$ cat src/rtl/act_lut_writer_if.sv
// act_lut_writer_if: load handshake, status and read-port bundle for act_lut_writer; mono_err exists only with ACT_LUT_MONOTONIC_CHECK_EN
interface act_lut_writer_if #(
    parameter int DATA_W = 8,
    parameter int ADDR_W = 4
);
    logic                     load_start;
    logic                     wr_valid;
    logic                     wr_ready;
    logic signed [DATA_W-1:0] wr_data;
    logic                     busy;
    logic                     load_done;
    logic                     table_valid;
    logic                     restart_err;
    logic        [ADDR_W-1:0] address;
    logic signed [DATA_W-1:0] base;
    logic signed [DATA_W-1:0] next__data;
`ifdef ACT_LUT_MONOTONIC_CHECK_EN
    logic                     mono_err;
`endif

    modport master (
        output load_start, wr_valid, wr_data, address,
        input
`ifdef ACT_LUT_MONOTONIC_CHECK_EN
        mono_err,
`endif
        wr_ready, busy, load_done, table_valid, restart_err, base, next__data
    );

    modport slave (
        input  load_start, wr_valid, wr_data, address,
        output
`ifdef ACT_LUT_MONOTONIC_CHECK_EN
        mono_err,
`endif
        wr_ready, busy, load_done, table_valid, restart_err, base, next__data
    );
endinterface

$ cat src/rtl/act_lut_writer.sv
// act_lut_writer: run-time loadable 17-entry activation breakpoint table; define ACT_LUT_MONOTONIC_CHECK_EN to reject non-monotonic tables via mono_err
module act_lut_writer #(
    parameter int DATA_W = 8,
    parameter int ADDR_W = 4
) (
    input logic             clk,
    input logic             rst,
    act_lut_writer_if.slave bus
);
    localparam int N = (1 << ADDR_W) + 1;
    localparam logic [ADDR_W:0] LAST = {1'b1, {ADDR_W{1'b0}}};
    localparam logic [ADDR_W:0] ONE  = {{ADDR_W{1'b0}}, 1'b1};

    typedef enum logic [1:0] {IDLE, LOAD, DONE} state_t;

    state_t                   r_state;
    state_t                   w_next;
    logic        [ADDR_W:0]   r_idx;
    logic signed [DATA_W-1:0] r_mem [N];
    logic                     r_table_valid;
    logic                     w_accept;
    logic                     w_start;
    logic                     w_ok;
    logic        [ADDR_W:0]   w_addr;
    logic        [ADDR_W:0]   w_addr_n;

    // load_start is honoured in IDLE and LOAD but ignored in DONE
    assign w_start         = bus.load_start && r_state != DONE;
    assign bus.wr_ready    = r_state == LOAD && !bus.load_start;
    assign w_accept        = bus.wr_valid && bus.wr_ready;
    assign bus.busy        = r_state != IDLE;
    assign bus.load_done   = r_state == DONE;
    assign bus.table_valid = r_table_valid;
    assign bus.restart_err = r_state == LOAD && bus.load_start;
    // widened so address 15 reaches entry 16 instead of wrapping
    assign w_addr          = {1'b0, bus.address};
    assign w_addr_n        = w_addr + ONE;
    assign bus.base        = r_mem[w_addr];
    assign bus.next__data  = r_mem[w_addr_n];

`ifdef ACT_LUT_MONOTONIC_CHECK_EN
    logic                     r_viol;
    logic signed [DATA_W-1:0] r_prev;

    assign w_ok         = !r_viol;
    assign bus.mono_err = r_viol && r_state != LOAD;

    // sticky flag for any beat smaller than its predecessor in the current session
    always_ff @(posedge clk) begin
        if (!rst) begin
            r_viol <= 1'b0;
            r_prev <= '0;
        end else if (w_start) begin
            r_viol <= 1'b0;
        end else if (w_accept) begin
            r_prev <= bus.wr_data;
            if (r_idx != '0 && bus.wr_data < r_prev)
                r_viol <= 1'b1;
        end
    end
`else
    assign w_ok = 1'b1;
`endif

    // session state register
    always_ff @(posedge clk) begin
        if (!rst)
            r_state <= IDLE;
        else
            r_state <= w_next;
    end

    // session sequencing: IDLE -> LOAD -> (17 beats) -> DONE -> IDLE
    always_comb begin
        w_next = r_state;
        case (r_state)
            IDLE:    if (bus.load_start) w_next = LOAD;
            LOAD:    if (w_accept && r_idx == LAST) w_next = DONE;
            DONE:    w_next = IDLE;
            default: w_next = IDLE;
        endcase
    end

    // register file writes, write index and table_valid
    always_ff @(posedge clk) begin
        if (!rst) begin
            r_idx         <= '0;
            r_table_valid <= 1'b0;
            for (int i = 0; i < N; i++)
                r_mem[i] <= '0;
        end else begin
            if (w_start) begin
                r_idx <= '0;
            end else if (w_accept) begin
                r_mem[r_idx] <= bus.wr_data;
                r_idx        <= r_idx + ONE;
            end
            if (r_state == IDLE && bus.load_start)
                r_table_valid <= 1'b0;
            else if (r_state == DONE)
                r_table_valid <= w_ok;
        end
    end
endmodule

$ cat src/flat_wrapper.sv
// flat-port wrapper written by rule: the top's interface ports become plain ports
module act_lut_writer_flat 
#(
    parameter int DATA_W = 8,
    parameter int ADDR_W = 4
)
  (clk, rst, bus_load_start, bus_wr_valid, bus_wr_data, bus_address, bus_wr_ready, bus_busy, bus_load_done, bus_table_valid, bus_restart_err, bus_base, bus_next__data);
  act_lut_writer_if #(.DATA_W(DATA_W), .ADDR_W(ADDR_W)) bus_i ();
  input logic clk;
  input logic rst;
  input wire logic [$bits(bus_i.load_start)-1:0] bus_load_start;
  input wire logic [$bits(bus_i.wr_valid)-1:0] bus_wr_valid;
  input wire logic [$bits(bus_i.wr_data)-1:0] bus_wr_data;
  input wire logic [$bits(bus_i.address)-1:0] bus_address;
  output wire logic [$bits(bus_i.wr_ready)-1:0] bus_wr_ready;
  output wire logic [$bits(bus_i.busy)-1:0] bus_busy;
  output wire logic [$bits(bus_i.load_done)-1:0] bus_load_done;
  output wire logic [$bits(bus_i.table_valid)-1:0] bus_table_valid;
  output wire logic [$bits(bus_i.restart_err)-1:0] bus_restart_err;
  output wire logic [$bits(bus_i.base)-1:0] bus_base;
  output wire logic [$bits(bus_i.next__data)-1:0] bus_next__data;
  assign bus_i.load_start = bus_load_start;
  assign bus_i.wr_valid = bus_wr_valid;
  assign bus_i.wr_data = bus_wr_data;
  assign bus_i.address = bus_address;
  assign bus_wr_ready = bus_i.wr_ready;
  assign bus_busy = bus_i.busy;
  assign bus_load_done = bus_i.load_done;
  assign bus_table_valid = bus_i.table_valid;
  assign bus_restart_err = bus_i.restart_err;
  assign bus_base = bus_i.base;
  assign bus_next__data = bus_i.next__data;
  act_lut_writer #(.DATA_W(DATA_W), .ADDR_W(ADDR_W)) u_core (.clk(clk), .rst(rst), .bus(bus_i));
endmodule
$ cat config.mk
export PLATFORM = sky130hd
export DESIGN_NAME = act_lut_writer_flat
export DESIGN_NICKNAME = d
export VERILOG_FILES = /design/src/rtl/act_lut_writer_if.sv /design/src/rtl/act_lut_writer.sv /design/src/flat_wrapper.sv
export SDC_FILE = /design/constraint.sdc
export NUM_CORES = 1
export LEC_CHECK = 0
export CAP_MARGIN = 40
export CORE_UTILIZATION = 40
export CTS_CLUSTER_SIZE = 10
export DETAILED_ROUTE_END_ITERATION = 7
export PLACE_DENSITY = 0.65
export SETUP_SLACK_MARGIN = 0.3
export SLEW_MARGIN = 5
export SYNTH_ARGS = -nofsm -noshare
export SYNTH_HDL_FRONTEND = slang
export SYNTH_SLANG_ARGS = --single-unit
$ cat constraint.sdc
create_clock -name clk -period 4.8 [get_ports clk]
set_clock_uncertainty 0.15 [all_clocks]
set_input_delay 0.72 -clock clk [delete_from_list [all_inputs] [get_ports clk]]
set_output_delay 0.72 -clock clk [all_outputs]
set_load 0.02 [all_outputs]
==> results of run 1 <==
==> through the flow <==
stage               cells  worst slack (ns)  cell area, um^2
floorplan             727              1.48             9400
global placement     1059             0.162            10200
detailed placement   1067             0.155            10300
CTS                  1099             0.336            11000
global route         1099             0.318            11000
finish               1099             0.390            11000
==> logic make-up after synthesis <==
logic type      after synthesis
xor+xnor                      6
compound gates               94
fa+ha+maj                     5
buf+inv                      56
simple gates                287
mux                          95
flops                       184
==> synth_stat cells, drive strengths merged, types with 3 or more instances <==
library cell    n
inv             5
xor2            4
buf            21
mux2i          47
dfxtp           8
nand3          22
mux4           40
a31oi           7
mux2            8
a21oi          11
edfxtp        176
o21ai          33
nand2          63
nor2b           4
a211oi         18
clkbuf         30
nor2           41
and2          141
a22oi           8
nand4           3
a32oi           8
a221oi          8
ha              5
==> worst max-delay path, stage by stage <==
cell and delay [ns]:
sky130_fd_sc_hd__clkdlybuf4s50_1 0.45, sky130_fd_sc_hd__ha_4 0.22, sky130_fd_sc_hd__xnor2_4 0.46, sky130_fd_sc_hd__buf_4 0.28, sky130_fd_sc_hd__nand2_1 0.07, sky130_fd_sc_hd__nand3_1 0.08, sky130_fd_sc_hd__a31oi_1 0.16, sky130_fd_sc_hd__a211oi_1 0.41
sky130_fd_sc_hd__clkdlybuf4s50_1 0.69
==> routing by layer <==
layer | vias up | GRT usage, % | share of wire [%]
met1 | 3043 | 30.0 | 44
met2 | 269 | 34.1 | 47
met4 | 0 | 9.24 | 3.4
met5 | - | 0 | 0
li1 | 2804 | - | -
met3 | 44 | 3.06 | 6.1
==> report_power, final <==
group          switching [mW]  leakage (nW)  internal [mW]
Combinational           0.268          1.83          0.208
Clock                   0.777         0.315          0.752
Sequential             0.0323          1.81           1.80
Total                    1.08          3.96           2.76
==> path summary, 6_finish.rpt <==
kind         slack (ns)                endpoint  cells past startpoint
max                0.39       bus_next__data[3]                      9
max reg2reg        2.08     u_core.r_mem[27][3]                      4
min reg2reg        0.34  u_core.bus.table_valid                      2
min                0.34  u_core.bus.table_valid                      2
==> state kept, by name, summed over array words and instances, names as in the netlist <==
signal,cells
u_core.r_idx,5
u_core.bus.table_valid,1
u_core.r_state,2
u_core.r_mem,176
==> layout make-up <==
class / instances / area share (%)
clock inverter: 15 / 2.09
timing repair buffer: 78 / 6.91
clock buffer: 17 / 3.86
multi-input combinational: 487 / 34.0
inverter: 5 / 0.170
sequential: 184 / 49.4
tap: 313 / 3.55
==> results.sh, run 1 <==
export IMPL_start_util_pct=41.1
export IMPL_worstSetupPathType="in2out"
export IMPL_floorplan_core_area_mm2=0.0228
export IMPL_post_cts_hold_buffer_count=0
export IMPL_ys_dominant_reg_cell="sky130_fd_sc_hd__edfxtp_1"
export IMPL_synthArstFlopShare_pct=0
export IMPL_synth_simple_gate_area_share_pct=16.3
export IMPL_antenna_found_initial=0
export IMPL_seq_area_frac_synth_pct=57.9
export IMPL_timing_fmax_mhz=227
export IMPL_yosysUniqueCellTypes=40
export IMPL_layout_drive_gt1_share_pct=16.9
export IMPL_globalRouteOverflowTotal=0
export IMPL_rsz0062_at_grt="false"
export IMPL_max_slew_worst_pin_slew_ns=0.890
export IMPL_tritoncts_num_buffers=17
export IMPL_nFillCells=2051
export IMPL_dominant_combinational_cell_family_by_area_after_synthesis="simple AND/OR/NAND/NOR gates"
export IMPL_cts_htree_levels=4
export IMPL_syn_area_per_cell_um2=12.9
export IMPL_min_period_over_period_pct=91.9
export IMPL_global_route_wire_length_before_repair_mm=37.7
export IMPL_critPathArrivalTime_ns=3.54
export IMPL_synth_warnings=0
export IMPL_antenna_viol_nets_final=0
export IMPL_first_global_vias=6023
export IMPL_synth_top_cell_area_share_pct=56.2
export IMPL_grt_use_total_pct=21.6
export IMPL_post_drt_wl_per_cell_um=22.5
export IMPL_maxCapViolCount=0
export IMPL_syn_nets=748
export IMPL_grt_start_max_net_pins=87
export IMPL_gpl_final_weighted_congestion=0.932
export IMPL_drt_pre_antenna_iters=8
export IMPL_fp_dieArea_mm2=0.0241
export IMPL_most_common_layout_cells="sky130_fd_sc_hd__edfxtp_1, sky130_fd_sc_hd__and2_1, sky130_fd_sc_hd__nand2_1"
export IMPL_detailroute_via_count=6160
export IMPL_detailedRoute_firstIterationViolations=627
export IMPL_setup_viol=0
export IMPL_complex_gate_fraction_of_the_synthesized_area_pct=6.46
export IMPL_cts_tree="done"
export IMPL_synth_instances=727
export IMPL_die_width_um=155
export IMPL_pwr_density_cell_mw_per_mm2=348
export IMPL_fin_nets=794
export IMPL_multi_input_comb_area_mm2=0.00375
export IMPL_area_growth_synth_to_final_pct=17.3
export IMPL_crit_fanout=17
export IMPL_post_synth_fa_ha_maj_area_fraction_pct=0.666
export IMPL_hold_path_startpoint="u_core.bus.table_valid"
export IMPL_vdd_ir_drop_max_mv=0.191
export IMPL_post_synth_instance_area_mm2=0.00940
export IMPL_finalHoldViolCount=0
export IMPL_total_power_mw=3.83
export IMPL_final_common_cell="sky130_fd_sc_hd__edfxtp_1"
export IMPL_power_static_leakage_nw=3.96
export IMPL_timing_hold_worst_class="reg2reg"
export IMPL_seq_area_mm2=0.00545
export IMPL_critPathRequiredTime_ns=3.93
export IMPL_timing_rr_start="u_core.r_idx[0]"
export IMPL_finish_utilization_pct=48.3
export IMPL_ys_top_cells_by_area="sky130_fd_sc_hd__edfxtp_1, sky130_fd_sc_hd__mux4_2, sky130_fd_sc_hd__and2_1"
export IMPL_worstSetupStartpointType="primary input"
export IMPL_top_level_ports=37
export IMPL_cts_root_to_sink_buffers=2
export IMPL_drcViolationCount=0
export IMPL_wl_mm=24.8
export IMPL_place_port_buffers=36
export IMPL_die_y_um=155
export IMPL_ys_ff_latch=184
export IMPL_yosys_area_share_xor_xnor_pct=0.639
export IMPL_slew_limit_headroom_pct=40.5
export IMPL_yosys_mux_area_fraction_pct=15.6
export IMPL_diodes=0
export IMPL_worst_skew_pair_late_latency_ns=0.43
export IMPL_run_status="completed"
export IMPL_cts_resized=1
export IMPL_route_detailed_vias_per_inst=5.61
export IMPL_root_buffer="sky130_fd_sc_hd__clkbuf_16"
export IMPL_min_period_ns=4.41
export IMPL_clock_sinks=184
export IMPL_dp_hpwl_mm=17.9
export IMPL_count_of_flip_flops_with_a_built_in_enable_after_synthesis=176
export IMPL_worst_setup_path_end_kind="primary output"
export IMPL_placement_rows=55
export IMPL_clkTransAtPathRegs_ns=0.07
export IMPL_crit_path_start="bus_address[1]"
export IMPL_synth_largest_area_cell="sky130_fd_sc_hd__edfxtp_1"
export IMPL_post_cts_buffers=0
export IMPL_timing_setup_tns_ns=0
export IMPL_slew_violations=0
export IMPL_fin_hold_ws_ns=0.343
No activity file was read; power rests on OpenSTA's default activity.
==> inputs of run 2 (changes only) <==
==> constraint.sdc (replaced) <==
create_clock -name clk -period 4.8 [get_ports clk]
set_clock_uncertainty 0.15 [all_clocks]
set_input_delay 0.72 -clock clk [delete_from_list [all_inputs] [get_ports clk]]
set_output_delay 0.72 -clock clk [all_outputs]
set_load 0.005 [all_outputs]
==> results.sh, run 2 (synthesized netlist as in run 1, its figures left out) <==
export IMPL_worstSetupStartpointType="primary input"
export IMPL_pwr_share_seq_pct=49.6
export IMPL_die_y_um=155
export IMPL_layout_drive_gt1_share_pct=17.1
export IMPL_nFillCells=2012
export IMPL_place_port_buffers=36
export IMPL_pwr_density_cell_mw_per_mm2=335
export IMPL_route_detailed_vias_per_inst=5.61
export IMPL_global_route_wire_length_before_repair_mm=37.6
export IMPL_die_width_um=155
export IMPL_cts_root_to_sink_buffers=2
export IMPL_first_global_vias=5931
export IMPL_finish_utilization_pct=48.2
export IMPL_placement_rows=55
export IMPL_dp_cells=1069
export IMPL_drt_pre_antenna_iters=5
export IMPL_worstSetupPathType="in2out"
export IMPL_capture_point_of_the_worst_reg_to_reg_path="u_core.r_mem[25][5]"
export IMPL_grt_use_total_pct=21.8
export IMPL_finalNonFillerCells=1101
export IMPL_start_util_pct=41.1
export IMPL_fin_hold_ws_ns=0.363
export IMPL_worst_r2r_cell_count=4
export IMPL_maxCapViolCount=0
export IMPL_slew_limit_headroom_pct=43.7
export IMPL_cts_tree="done"
export IMPL_dp_hpwl_mm=17.8
export IMPL_rsz0062_at_grt="false"
export IMPL_drcViolationCount=0
export IMPL_final_common_cell="sky130_fd_sc_hd__edfxtp_1"
export IMPL_largest_reg_flops=176
export IMPL_power_static_leakage_nw=3.95
export IMPL_min_period_over_period_pct=91.5
export IMPL_setup_viol=0
export IMPL_wl_mm=25.2
export IMPL_timing_setup_tns_ns=0
export IMPL_regToRegSetupSlack_ns=2.07
export IMPL_slew_violations=0
export IMPL_min_period_ns=4.39
export IMPL_diodes=0
export IMPL_antenna_found_initial=0
export IMPL_fin_nets=796
export IMPL_holdPathStages=2
export IMPL_power_switching_fraction_pct=26.4
export IMPL_antenna_viol_nets_final=0
export IMPL_hold_path_startpoint="u_core.bus.table_valid"
export IMPL_p_comb_share_pct=12.2
export IMPL_post_drt_wl_per_cell_um=22.9
export IMPL_globalRouteOverflowTotal=0
export IMPL_detailroute_via_count=6182
export IMPL_timing_fmax_mhz=228
export IMPL_critPathRequiredTime_ns=3.93
export IMPL_whs_endpoint="u_core.bus.table_valid"
export IMPL_floorplan_core_area_mm2=0.0228
export IMPL_register_with_the_highest_flop_count="u_core.r_mem"
export IMPL_fp_dieArea_mm2=0.0241
export IMPL_intPower_mw=2.71
export IMPL_cts_htree_levels=4
export IMPL_worst_skew_pair_late_latency_ns=0.44
export IMPL_clkTransAtPathRegs_ns=0.07
export IMPL_most_common_layout_cells="sky130_fd_sc_hd__edfxtp_1, sky130_fd_sc_hd__and2_1, sky130_fd_sc_hd__nand2_1"
export IMPL_clock_sinks=184
export IMPL_tritoncts_num_buffers=17
export IMPL_worst_setup_path_end_kind="primary output"
export IMPL_critPathArrivalTime_ns=3.52
export IMPL_vdd_ir_drop_max_mv=0.218
export IMPL_grt_start_max_net_pins=45
export IMPL_timing_hold_worst_class="reg2reg"
export IMPL_run_status="completed"
export IMPL_area_growth_synth_to_final_pct=17.1
export IMPL_gpl_final_weighted_congestion=0.914
export IMPL_max_slew_worst_pin_slew_ns=0.820
export IMPL_timing_rr_start="u_core.r_state[0]"
export IMPL_top_level_ports=37
export IMPL_detailedRoute_firstIterationViolations=684
export IMPL_clock_power_share_pct=38.2
export IMPL_top_regs="u_core.r_mem: 176 flops, u_core.r_idx: 5 flops, u_core.r_state: 2 flops"
export IMPL_finalHoldViolCount=0
export IMPL_p_sw_mw=0.975
export IMPL_crit_fanout=33
export IMPL_root_buffer="sky130_fd_sc_hd__clkbuf_16"
run 2: changes by cell type in the layout (fill, tap and decap cells not counted):
cell	delta
sky130_fd_sc_hd__buf_8	+3
sky130_fd_sc_hd__a211oi_2	+1
sky130_fd_sc_hd__clkinv_8	+4
sky130_fd_sc_hd__clkbuf_1	+1
sky130_fd_sc_hd__inv_6	+1
sky130_fd_sc_hd__xnor2_4	-1
sky130_fd_sc_hd__clkinv_2	+1
sky130_fd_sc_hd__xnor2_2	+1
sky130_fd_sc_hd__inv_16	-1
sky130_fd_sc_hd__inv_12	-8
sky130_fd_sc_hd__inv_8	+1
sky130_fd_sc_hd__buf_6	-1
sky130_fd_sc_hd__clkinvlp_4	+1
sky130_fd_sc_hd__a211oi_1	-1
run 2: worst max-delay path by stage:
stage,startpoint,to,slack (ns),cells past startpoint
global route,bus_address[2],bus_next__data[2],0.38,8
finish,bus_address[2],bus_next__data[2],0.41,8
floorplan,bus_address[0],bus_next__data[1],1.63,6
detailed placement,bus_address[1],bus_next__data[6],0.34,7
CTS,bus_address[1],bus_next__data[6],0.34,7
global placement,bus_address[1],bus_next__data[6],0.34,7
run 2: metal layers:
layer | global-route usage, % | wire length [um] | up-vias
met5 | 0 | 0 | -
met4 | 8.50 | 713 | 0
met3 | 3.68 | 1680 | 36
met2 | 33.4 | 11600 | 271
met1 | 30.9 | 11200 | 3068
li1 | - | - | 2807
run 2: timing repair:
item | in CTS | in global routing
hold buffers | 0 | 0
endpoints found under the hold margin | 0 | 0
gates resized for setup | 0 | 3
setup buffers | 0 | 0
setup endpoints to repair | 0 | 4
run 2: area by class of cell:
type / instances / area [um^2] / share of cell area (%)
well taps: 313 / 392 / 3.56
inverters: 5 / 18.8 / 0.171
repair buffers: 80 / 796 / 7.23
flip-flops and latches: 184 / 5450 / 49.5
clock inverters: 14 / 178 / 1.61
multi-input cells: 487 / 3750 / 34.1
clock buffers: 18 / 429 / 3.90
run 2: power by group through the flow:
stage | logic, mW | registers (mW) | clock network, mW
5_1_grt | 0.478 | 1.83 | 1.48
2_1_floorplan | 0.250 | 1.85 | 0
3_5_place_dp | 0.444 | 1.86 | 0
6_report | 0.451 | 1.83 | 1.41
4_1_cts | 0.446 | 1.83 | 1.42
3_3_place_gp | 0.430 | 1.86 | 0
run 2: per-stage QoR:
step	power, mW	worst slack (ns)	cell area, um^2
detailed placement	2.31	0.338	10400
CTS	3.69	0.339	11000
global route	3.79	0.383	11000
finish	3.69	0.408	11000
floorplan	2.10	1.63	9400
global placement	2.29	0.336	10200
run 2: worst max-delay path, cell delays in order:
cell,delay (ns)
sky130_fd_sc_hd__clkdlybuf4s50_1,0.69
sky130_fd_sc_hd__xnor2_2,0.31
sky130_fd_sc_hd__buf_12,0.24
sky130_fd_sc_hd__nand2_1,0.08
sky130_fd_sc_hd__a32oi_1,0.30
sky130_fd_sc_hd__a31oi_1,0.19
sky130_fd_sc_hd__a211oi_1,0.38
sky130_fd_sc_hd__clkdlybuf4s50_1,0.58
